==> config.mk <==
export PLATFORM = sky130hd
export DESIGN_NAME = mem_arb_flat
export DESIGN_NICKNAME = d
export VERILOG_FILES = /design/src/rtl/mem_arb_if.sv /design/src/rtl/mem_arb.sv /design/src/flat_wrapper.sv
export SDC_FILE = /design/constraint.sdc
export NUM_CORES = 1
export LEC_CHECK = 0
export ABC_AREA = 1
export CAP_MARGIN = 10
export CORE_MARGIN = 5
export CORE_UTILIZATION = 36
export CTS_CLUSTER_DIAMETER = 30
export DETAILED_ROUTE_END_ITERATION = 10
export HOLD_SLACK_MARGIN = 0.15
export MAX_ROUTING_LAYER = met4
export PLACE_DENSITY = 0.82
export SYNTH_ARGS = -nofsm -noshare
export SYNTH_HDL_FRONTEND = slang
export SYNTH_SLANG_ARGS = --single-unit
==> constraint.sdc <==
create_clock -name clock -period 4 [get_ports clock]
set_input_delay 1 -clock clock [delete_from_list [all_inputs] [get_ports clock]]
set_output_delay 1 -clock clock [all_outputs]
set_load 0.02 [all_outputs]
==> src/rtl/mem_arb_if.sv <==
// rtl/mem_arb_if.sv - requester, memory and error signals of the two-master memory arbiter
interface mem_arb_if #(
  parameter int ADDR_W = 32,
  parameter int DATA_W = 32
);
  logic                  ifu_reqValid;
  logic [ADDR_W-1:0]     ifu_addr;
  logic                  ifu_respValid;
  logic [DATA_W-1:0]     ifu_rdata;

  logic                  lsu_reqValid;
  logic [ADDR_W-1:0]     lsu_addr;
  logic                  lsu_wen;
  logic [1:0]            lsu_size;
  logic [DATA_W-1:0]     lsu_wdata;
  logic [DATA_W/8-1:0]   lsu_wmask;
  logic                  lsu_respValid;
  logic [DATA_W-1:0]     lsu_rdata;

  logic                  mem_reqValid;
  logic [ADDR_W-1:0]     mem_addr;
  logic                  mem_wen;
  logic [1:0]            mem_size;
  logic [DATA_W-1:0]     mem_wdata;
  logic [DATA_W/8-1:0]   mem_wmask;
  logic                  mem_respValid;
  logic [DATA_W-1:0]     mem_rdata;

  logic                  err;

  // arbiter side
  modport slave (
    input  ifu_reqValid, ifu_addr,
    input  lsu_reqValid, lsu_addr, lsu_wen, lsu_size, lsu_wdata, lsu_wmask,
    input  mem_respValid, mem_rdata,
    output ifu_respValid, ifu_rdata,
    output lsu_respValid, lsu_rdata,
    output mem_reqValid, mem_addr, mem_wen, mem_size, mem_wdata, mem_wmask,
    output err
  );

  // core plus memory side
  modport master (
    output ifu_reqValid, ifu_addr,
    output lsu_reqValid, lsu_addr, lsu_wen, lsu_size, lsu_wdata, lsu_wmask,
    output mem_respValid, mem_rdata,
    input  ifu_respValid, ifu_rdata,
    input  lsu_respValid, lsu_rdata,
    input  mem_reqValid, mem_addr, mem_wen, mem_size, mem_wdata, mem_wmask,
    input  err
  );
endinterface

==> src/rtl/mem_arb.sv <==
// rtl/mem_arb.sv - round-robin IFU/LSU arbiter onto one memory port with a response watchdog
module mem_arb #(
  parameter int ADDR_W         = 32,
  parameter int DATA_W         = 32,
  parameter int TIMEOUT_CYCLES = 255,
  parameter int CNT_W          = 8
) (
  input logic     clock,
  input logic     reset,
  mem_arb_if.slave bus
);

  typedef enum logic [1:0] {
    IDLE     = 2'd0,
    BUSY_IFU = 2'd1,
    BUSY_LSU = 2'd2
  } state_t;

  // A zero timeout turns the watchdog off entirely.
  localparam bit               WD_EN    = (TIMEOUT_CYCLES != 0);
  localparam logic [CNT_W-1:0] CNT_LAST = CNT_W'(WD_EN ? TIMEOUT_CYCLES - 1 : 0);

  state_t           state;
  state_t           state_nx;
  logic             last_lsu;   // 1 = LSU had the most recent grant
  logic [CNT_W-1:0] cnt;
  logic             grant_ifu;
  logic             grant_lsu;
  logic             timeout;
  logic             done;

  // State register; reset drops mem_reqValid at once because it decodes from state.
  always_ff @(posedge clock or posedge reset) begin
    if (reset) begin
      state <= IDLE;
    end else begin
      state <= state_nx;
    end
  end

  // Grant selection, completion detection and response routing.
  always_comb begin
    state_nx          = state;
    grant_ifu         = 1'b0;
    grant_lsu         = 1'b0;
    timeout           = 1'b0;
    done              = 1'b0;
    bus.mem_reqValid  = 1'b0;
    bus.ifu_respValid = 1'b0;
    bus.ifu_rdata     = '0;
    bus.lsu_respValid = 1'b0;
    bus.lsu_rdata     = '0;
    bus.err           = 1'b0;
    case (state)
      IDLE: begin
        // On a tie the master that did not win last time goes first.
        if (bus.ifu_reqValid && (!bus.lsu_reqValid || last_lsu)) begin
          grant_ifu = 1'b1;
          state_nx  = BUSY_IFU;
        end else if (bus.lsu_reqValid) begin
          grant_lsu = 1'b1;
          state_nx  = BUSY_LSU;
        end
      end
      BUSY_IFU, BUSY_LSU: begin
        bus.mem_reqValid = 1'b1;
        // A real response on the last watchdog cycle wins over the abort.
        timeout = WD_EN && (cnt == CNT_LAST) && !bus.mem_respValid;
        done    = bus.mem_respValid || timeout;
        bus.err = timeout;
        if (done) begin
          state_nx = IDLE;
        end
        if (state == BUSY_IFU) begin
          bus.ifu_respValid = done;
          bus.ifu_rdata     = bus.mem_respValid ? bus.mem_rdata : '0;
        end else begin
          bus.lsu_respValid = done;
          bus.lsu_rdata     = bus.mem_respValid ? bus.mem_rdata : '0;
        end
      end
      default: begin
        state_nx = IDLE;
      end
    endcase
  end

  // Capture the winning request, track fairness and run the watchdog counter.
  always_ff @(posedge clock or posedge reset) begin
    if (reset) begin
      bus.mem_addr  <= '0;
      bus.mem_wen   <= 1'b0;
      bus.mem_size  <= 2'b00;
      bus.mem_wdata <= '0;
      bus.mem_wmask <= '0;
      last_lsu      <= 1'b1;
      cnt           <= '0;
    end else if (grant_ifu) begin
      bus.mem_addr  <= bus.ifu_addr;
      bus.mem_wen   <= 1'b0;
      bus.mem_size  <= 2'b10;
      bus.mem_wdata <= '0;
      bus.mem_wmask <= '0;
      last_lsu      <= 1'b0;
      cnt           <= '0;
    end else if (grant_lsu) begin
      bus.mem_addr  <= bus.lsu_addr;
      bus.mem_wen   <= bus.lsu_wen;
      bus.mem_size  <= bus.lsu_size;
      bus.mem_wdata <= bus.lsu_wdata;
      bus.mem_wmask <= bus.lsu_wmask;
      last_lsu      <= 1'b1;
      cnt           <= '0;
    end else if (state != IDLE) begin
      cnt <= done ? '0 : cnt + 1'b1;
    end
  end

endmodule

==> src/flat_wrapper.sv <==
// flat-port wrapper written by rule: the top's interface ports become plain ports
module mem_arb_flat 
#(
  parameter int ADDR_W         = 32,
  parameter int DATA_W         = 32,
  parameter int TIMEOUT_CYCLES = 255,
  parameter int CNT_W          = 8
)
  (clock, reset, bus_ifu_reqValid, bus_ifu_addr, bus_lsu_reqValid, bus_lsu_addr, bus_lsu_wen, bus_lsu_size, bus_lsu_wdata, bus_lsu_wmask, bus_mem_respValid, bus_mem_rdata, bus_ifu_respValid, bus_ifu_rdata, bus_lsu_respValid, bus_lsu_rdata, bus_mem_reqValid, bus_mem_addr, bus_mem_wen, bus_mem_size, bus_mem_wdata, bus_mem_wmask, bus_err);
  mem_arb_if #(.ADDR_W(ADDR_W), .DATA_W(DATA_W)) bus_i ();
  input logic clock;
  input logic reset;
  input wire logic [$bits(bus_i.ifu_reqValid)-1:0] bus_ifu_reqValid;
  input wire logic [$bits(bus_i.ifu_addr)-1:0] bus_ifu_addr;
  input wire logic [$bits(bus_i.lsu_reqValid)-1:0] bus_lsu_reqValid;
  input wire logic [$bits(bus_i.lsu_addr)-1:0] bus_lsu_addr;
  input wire logic [$bits(bus_i.lsu_wen)-1:0] bus_lsu_wen;
  input wire logic [$bits(bus_i.lsu_size)-1:0] bus_lsu_size;
  input wire logic [$bits(bus_i.lsu_wdata)-1:0] bus_lsu_wdata;
  input wire logic [$bits(bus_i.lsu_wmask)-1:0] bus_lsu_wmask;
  input wire logic [$bits(bus_i.mem_respValid)-1:0] bus_mem_respValid;
  input wire logic [$bits(bus_i.mem_rdata)-1:0] bus_mem_rdata;
  output wire logic [$bits(bus_i.ifu_respValid)-1:0] bus_ifu_respValid;
  output wire logic [$bits(bus_i.ifu_rdata)-1:0] bus_ifu_rdata;
  output wire logic [$bits(bus_i.lsu_respValid)-1:0] bus_lsu_respValid;
  output wire logic [$bits(bus_i.lsu_rdata)-1:0] bus_lsu_rdata;
  output wire logic [$bits(bus_i.mem_reqValid)-1:0] bus_mem_reqValid;
  output wire logic [$bits(bus_i.mem_addr)-1:0] bus_mem_addr;
  output wire logic [$bits(bus_i.mem_wen)-1:0] bus_mem_wen;
  output wire logic [$bits(bus_i.mem_size)-1:0] bus_mem_size;
  output wire logic [$bits(bus_i.mem_wdata)-1:0] bus_mem_wdata;
  output wire logic [$bits(bus_i.mem_wmask)-1:0] bus_mem_wmask;
  output wire logic [$bits(bus_i.err)-1:0] bus_err;
  assign bus_i.ifu_reqValid = bus_ifu_reqValid;
  assign bus_i.ifu_addr = bus_ifu_addr;
  assign bus_i.lsu_reqValid = bus_lsu_reqValid;
  assign bus_i.lsu_addr = bus_lsu_addr;
  assign bus_i.lsu_wen = bus_lsu_wen;
  assign bus_i.lsu_size = bus_lsu_size;
  assign bus_i.lsu_wdata = bus_lsu_wdata;
  assign bus_i.lsu_wmask = bus_lsu_wmask;
  assign bus_i.mem_respValid = bus_mem_respValid;
  assign bus_i.mem_rdata = bus_mem_rdata;
  assign bus_ifu_respValid = bus_i.ifu_respValid;
  assign bus_ifu_rdata = bus_i.ifu_rdata;
  assign bus_lsu_respValid = bus_i.lsu_respValid;
  assign bus_lsu_rdata = bus_i.lsu_rdata;
  assign bus_mem_reqValid = bus_i.mem_reqValid;
  assign bus_mem_addr = bus_i.mem_addr;
  assign bus_mem_wen = bus_i.mem_wen;
  assign bus_mem_size = bus_i.mem_size;
  assign bus_mem_wdata = bus_i.mem_wdata;
  assign bus_mem_wmask = bus_i.mem_wmask;
  assign bus_err = bus_i.err;
  mem_arb #(.ADDR_W(ADDR_W), .DATA_W(DATA_W), .TIMEOUT_CYCLES(TIMEOUT_CYCLES), .CNT_W(CNT_W)) u_core (.clock(clock), .reset(reset), .bus(bus_i));
endmodule
* Yosys cells after proc, flatten, opt, wreduce, memory -nomap -nowiden
Cells that the tools add are included.
Cells by class: $add $sub $neg 1, $mul 0, divide/modulo/power cells 0, magnitude comparators 0, equal/unequal tests 5, shift operators 0, multiplexer cells 37, bitwise operators 0, reduce and logical (&&, ||, !) cells 12
Operators by type and width (count):
- two-way mux 32 bit | 9
- two-way mux 8 bit | 4
- two-way mux 1 bit | 16
- two-way mux 2 bit | 5
- adder 8 x 1 -> 8 bit, second input constant | 1
- equality test 8 bit, second input constant | 1
- two-way mux 4 bit | 2
- case mux 2 bit (2 select lines) | 1
- nonzero test 2 bit | 2
- inequality test 3 x 2 -> 1 bit, second input constant | 1
- nonzero test 3 bit | 1
- equality test 2 x 1 -> 1 bit, second input constant | 1
- equality test 2 bit, second input constant | 1
- logical AND 1 bit | 2
- logical NOT 1 bit | 2
- logical NOT 2 bit | 1
- logical OR 1 bit | 2
- inequality test 2 x 1 -> 1 bit, second input constant | 1
- AND reduction 2 bit | 1
- OR reduction 2 bit | 1
Storage, ports and cells: bits in registers 82, bits in latches 0, RAM bits 0, ROM bits 0, input port bits 140, output and inout bits 139, logic and storage cells 63, memories 0

* Logic depth before layout (Yosys ltp)
depth after elaboration 8, gate-level depth with buffers 10, mapped depth without buffers 9

* Worst setup path before layout
No wires, ideal clock.
kind input to output, from in bus_mem_respValid, to out bus_ifu_rdata[23], arrival 1878 ps, data required time 3000 ps, path slack 1122 ps, stages on the path 4, buffers on the path 2, cells stage by stage clkbuf_1 clkbuf_1 nand2_1 nor2_1
Between the ends: longest elaborated chain between the ends 3
Ends and longest elaborated chain:
- start, declared | line flat_wrapper.sv:21 | input wire logic [$bits(bus_i.mem_respValid)-1:0] bus_mem_respValid;
- two-way mux 32 bit | line mem_arb.sv:76 | bus.ifu_rdata = bus.mem_respValid ? bus.mem_rdata : '0;
- two-way mux 32 bit | line mem_arb.sv:74 | if (state == BUSY_IFU) begin
- two-way mux 32 bit | line mem_arb.sv:54 | case (state)
- end, declared | line flat_wrapper.sv:24 | output wire logic [$bits(bus_i.ifu_rdata)-1:0] bus_ifu_rdata;
Every way passes these cells.

* Final worst setup path
from reg u_core.state[0], to out bus_lsu_rdata[18]
Between the ends: longest elaborated chain between the ends 3, elaborated cells between the ends (all ways) 5, classes of those cells eq/ne (2); mux (2); reduce/logical (1)
Ends and longest elaborated chain:
- start, declared | line mem_arb.sv:23 | state_t state;
- start signal, assigned | line mem_arb.sv:37 | state <= state_nx;
- equality test 2 x 1 -> 1 bit / equality test 2 bit (equally long branches) | line mem_arb.sv:54, mem_arb.sv:74
- two-way mux 32 bit / OR reduction 2 bit (equally long branches) | line mem_arb.sv:74, mem_arb.sv:54
- two-way mux 32 bit * | line mem_arb.sv:54
- end, declared | line flat_wrapper.sv:26 | output wire logic [$bits(bus_i.lsu_rdata)-1:0] bus_lsu_rdata;
Mark *: on every way between the ends. The rest lies on a longest branch, timed or not.

==> run summary <==
The tools report the initial antenna violation count as 1. The tools report the iteration count of the initial detailed-routing pass as 7. At the end of the flow, the number of nets in the layout was 910.

From synthesis to final layout, the design area changed by 76.6%. Setup violations remaining at the end of the flow were counted as 0. Setup repair after global routing left no endpoint under its margin. Leading area contributor after synthesis: sky130_fd_sc_hd__dfrtp_1. Clock skew on the completed layout was measured at 0.00568 ns. Total negative slack: 0 ns. The run gives 0 as the number of failing hold endpoints at the final stage.

The number of synthesized flops with an enable pin works out to 0. The highest metal layer carrying signal wires in the routed design is met4. The mux contribution to synthesized area is 0, and the mean routed wirelength per cell is 16.1 um. The fraction of layout cells with a size suffix above 1 came out at 0.0389. Measured along the y axis, the die boundary spans 116 um. The kind of critical path was flip-flop to output port. The tools report the utilization after layout as 0.656. The reg-to-reg endpoint is u_core.bus.mem_addr[27]$_DFFE_PP0P_.

In this run the standard cell core region covers 0.0110 mm2. Dividing total power by cell area gives a power density of 720 mW/mm2. Wire segments on met3 add up to 1220 um in the final route. The setup check on the worst reg-to-reg path leaves a slack of 1.76 ns. The run gives 14,700 um as the overall routed net length.

Clock-pin slew was measured on the worst setup and hold paths at 0.06 ns. The synthesized-area fraction occupied by ao, oa, aoi and oai cells is 0.166. After synthesis, the mean cell area works out to 8.05 um2.

Leaving out fill and tap cells, the most frequent cell in the layout is sky130_fd_sc_hd__clkdlybuf4s50_1. The total number of H-tree levels is 3. The post-synthesis sequential area ratio is 0.503, and the deepest clock path buffer count is 2. The die is 116 um wide. The initial cell density of the core was 0.372; the total area of multi-input combinational cells was 0.00166 mm2.

Summed over all nets, the half-perimeter wirelength after detailed placement is 11,500 um. The start point of the critical path was u_core.state[0]$_DFFE_PP0P_. The die covers 0.0136 mm2. TritonCTS built the clock tree.

The via total after detailed routing was 4,411; the number of top-level pins was 279. For the pin with the worst max-slew slack, the measured transition is 1.02 ns. The share of the synthesized area in the top cell type was 0.497.

The library cells used most frequently in the layout, excluding fill and tap cells, are sky130_fd_sc_hd__clkdlybuf4s50_1, sky130_fd_sc_hd__nand2_1, sky130_fd_sc_hd__dfrtp_1, sky130_fd_sc_hd__nor2_1, sky130_fd_sc_hd__inv_1. For the worst setup path, the data required time is 3.00 ns. Registers take 0.00205 mm2. The parity-gate share of the synthesized area counting xor and xnor cells was 0.00644; the routed length on met2 was 7820 um.

Worst hold-check path type: flip-flop to flip-flop. The post-synth design cell area is 0.00408 mm2. The startpoint type of the worst setup path is a flip-flop. In the routed layout, each cell is associated on average with a via count of 4.84. The synthesized design contains 82 register bits.

Post-synthesis simple-gate area fraction: 0.220. In the routed design, unresolved DRC markers number 0. The logs give 22,200 um for the first-pass GRT wire length and 0 for the total of warnings raised by yosys. The via count of the first global-routing pass came out at 4,520. Including well taps, the total number of placed cells is 895. The synthesized instance count is 507. Static timing analysis puts the maximum clock frequency at 275 MHz. For the later-pin clock latency in the skew report, the log shows 0.33 ns. The ratio of final minimum period to clock period was 0.908.

The run gives 0.828 as the weighted congestion reported at the end of routability-driven placement. In the final routing, the length of wire on met1 measures 5280 um. The worst path needs 3.63 ns of the cycle, external delays included. After clock tree synthesis, the setup repair step added 0 buffers. The tools report the number of DRC markers in iteration 0 as 237.

The logs give 0.217 for the total global routing track utilization and 895 for the filler cell count. The critical-path maximum fanout works out to 33. The root buffer cell chosen for the clock tree is sky130_fd_sc_hd__clkbuf_16. The post-synthesis cell type count is 25, and the number of sinks handled by clock tree synthesis is 82.

The tool flagged a number of max-cap violations equal to 0. The floorplan has 38 rows. Residual antenna-violating net count after detailed routing: 0.

The worst slack at placement is 0.350 ns. The count of buffers inserted at the top-level ports is 278. The run gives 0 as the global-route congestion overflow total. The area share of fa/ha/maj cells after synthesis was 0.0123. The final-layout worst hold slack was 0.477 ns; the number of hold buffers added after cts was 0.

Synthesis produced a netlist with a net count of 651. The logs give 0 for the number of slew-limit violations in the final report and 0.368 ns for the final worst-path setup slack. The largest family of logic cells by synthesized area is simple AND/OR/NAND/NOR gates. The run finished with clean final reports. The run gives 0.429 mV as the maximum VDD drop.

Data arrives at the worst endpoint at 2.63 ns. The number of buffers inserted during clock tree synthesis is 9. The proportion of register bits with asynchronous set or reset after synthesis was 1.00; the leakage power was 3.29 nW.

The tools report the beginning of the worst register-to-register path as u_core.state[1]$_DFFE_PP0P_. The tools report the worst setup path endpoint as bus_lsu_rdata[18]. Entering global routing, the biggest net connects 83 pins.

The worst register-to-register path has a depth of 5. STA classifies the critical path endpoint as an output port. The flip-flop cell with the highest count after synthesis is sky130_fd_sc_hd__dfrtp_1. Excluding fillers, the count of instances in the completed layout stands at 912. The max-slew headroom at the worst pin is 0.320. By area the synthesized netlist is led by sky130_fd_sc_hd__dfrtp_1, sky130_fd_sc_hd__nand2_1, sky130_fd_sc_hd__a22o_1.
## report_power, final
group          total, mW  switching [mW]  internal (mW)
Combinational       2.95            1.65           1.30
Sequential          1.44           0.219           1.22
Clock              0.801           0.316          0.485
Total               5.19            2.19           3.00
## per-stage QoR
step | power (mW) | cell area [um2]
floorplan | 3.08 | 4080
global placement | 4.32 | 6920
CTS | 5.24 | 7200
global route | 5.54 | 7210
detailed placement | 4.41 | 6920
finish | 5.19 | 7210
## routing by layer
metal / track usage / vias up
li1: - / 2141
met1: 0.227 / 2036
met2: 0.397 / 209
met3: 0.0482 / 25
met4: 0.0804 / 0
met5: - / -
## kinds of logic (layout without fill, tap and decap cells)
logic type      after synthesis  count (layout)
simple gates                228             228
compound gates              107             107
buf+inv                      83             347
flops                        82              82
fa+ha+maj                     4               4
xor+xnor                      3               3
other cells                   0               1
## state kept, by name (all words and copies together) (netlist names)
register              count
u_core.state              2
u_core.bus.mem_size       2
u_core.bus.mem_addr      32
u_core.cnt                8
u_core.bus.mem_wmask      4
u_core.bus.mem_wdata     32
u_core.bus.mem_wen        1
u_core.last_lsu           1
## area by class of cell
cell class	instances	area share
Antenna cell	1	0.000347
Clock buffer	12	0.0328
Clock inverter	4	0.00712
Inverter	49	0.0257
Multi-Input combinational cell	342	0.230
Sequential cell	82	0.285
Tap cell	140	0.0243
Timing Repair Buffer	282	0.395
## worst max-delay path: stages, from the launching register on
cell and delay, ns:
sky130_fd_sc_hd__dfrtp_1 0.38, sky130_fd_sc_hd__inv_1 0.05, sky130_fd_sc_hd__ha_1 0.40, sky130_fd_sc_hd__inv_2 0.06, sky130_fd_sc_hd__or2_2 0.51, sky130_fd_sc_hd__nor2_1 0.24
sky130_fd_sc_hd__clkdlybuf4s50_1 0.66
## timing repair
action                     4_1_cts  5_1_grt
setup endpoints to repair        0        1
hold endpoints to repair         0        0
resized for setup                0        1
## how the worst min path moves through the flow
stage	to	startpoint	depth (start not counted)	slack (ns)
after global routing	u_core.bus.mem_addr[9]$_DFFE_PP0P_	u_core.bus.mem_addr[9]$_DFFE_PP0P_	2	0.49
after CTS	u_core.bus.mem_addr[24]$_DFFE_PP0P_	u_core.bus.mem_addr[24]$_DFFE_PP0P_	2	0.48
after floorplan	u_core.state[1]$_DFFE_PP0P_	u_core.state[1]$_DFFE_PP0P_	2	0.44
after global placement	u_core.state[1]$_DFFE_PP0P_	u_core.state[1]$_DFFE_PP0P_	2	0.45
final	u_core.bus.mem_addr[24]$_DFFE_PP0P_	u_core.bus.mem_addr[24]$_DFFE_PP0P_	2	0.48
after detailed placement	u_core.bus.mem_addr[24]$_DFFE_PP0P_	u_core.bus.mem_addr[24]$_DFFE_PP0P_	2	0.46
## cells in the mapped netlist, types with 2 or more instances
cell type	n
sky130_fd_sc_hd__nand2_1	139
sky130_fd_sc_hd__a21oi_1	34
sky130_fd_sc_hd__o21ai_1	10
sky130_fd_sc_hd__clkbuf_1	14
sky130_fd_sc_hd__nand3b_1	3
sky130_fd_sc_hd__inv_2	4
sky130_fd_sc_hd__buf_6	6
sky130_fd_sc_hd__dfrtp_1	81
sky130_fd_sc_hd__o21ai_0	24
sky130_fd_sc_hd__ha_1	4
sky130_fd_sc_hd__xor2_1	2
sky130_fd_sc_hd__buf_2	12
sky130_fd_sc_hd__nor2_1	69
sky130_fd_sc_hd__nand3_1	13
sky130_fd_sc_hd__inv_1	45
sky130_fd_sc_hd__a22o_1	38
Note: power is estimated with default switching activity, not from simulation.
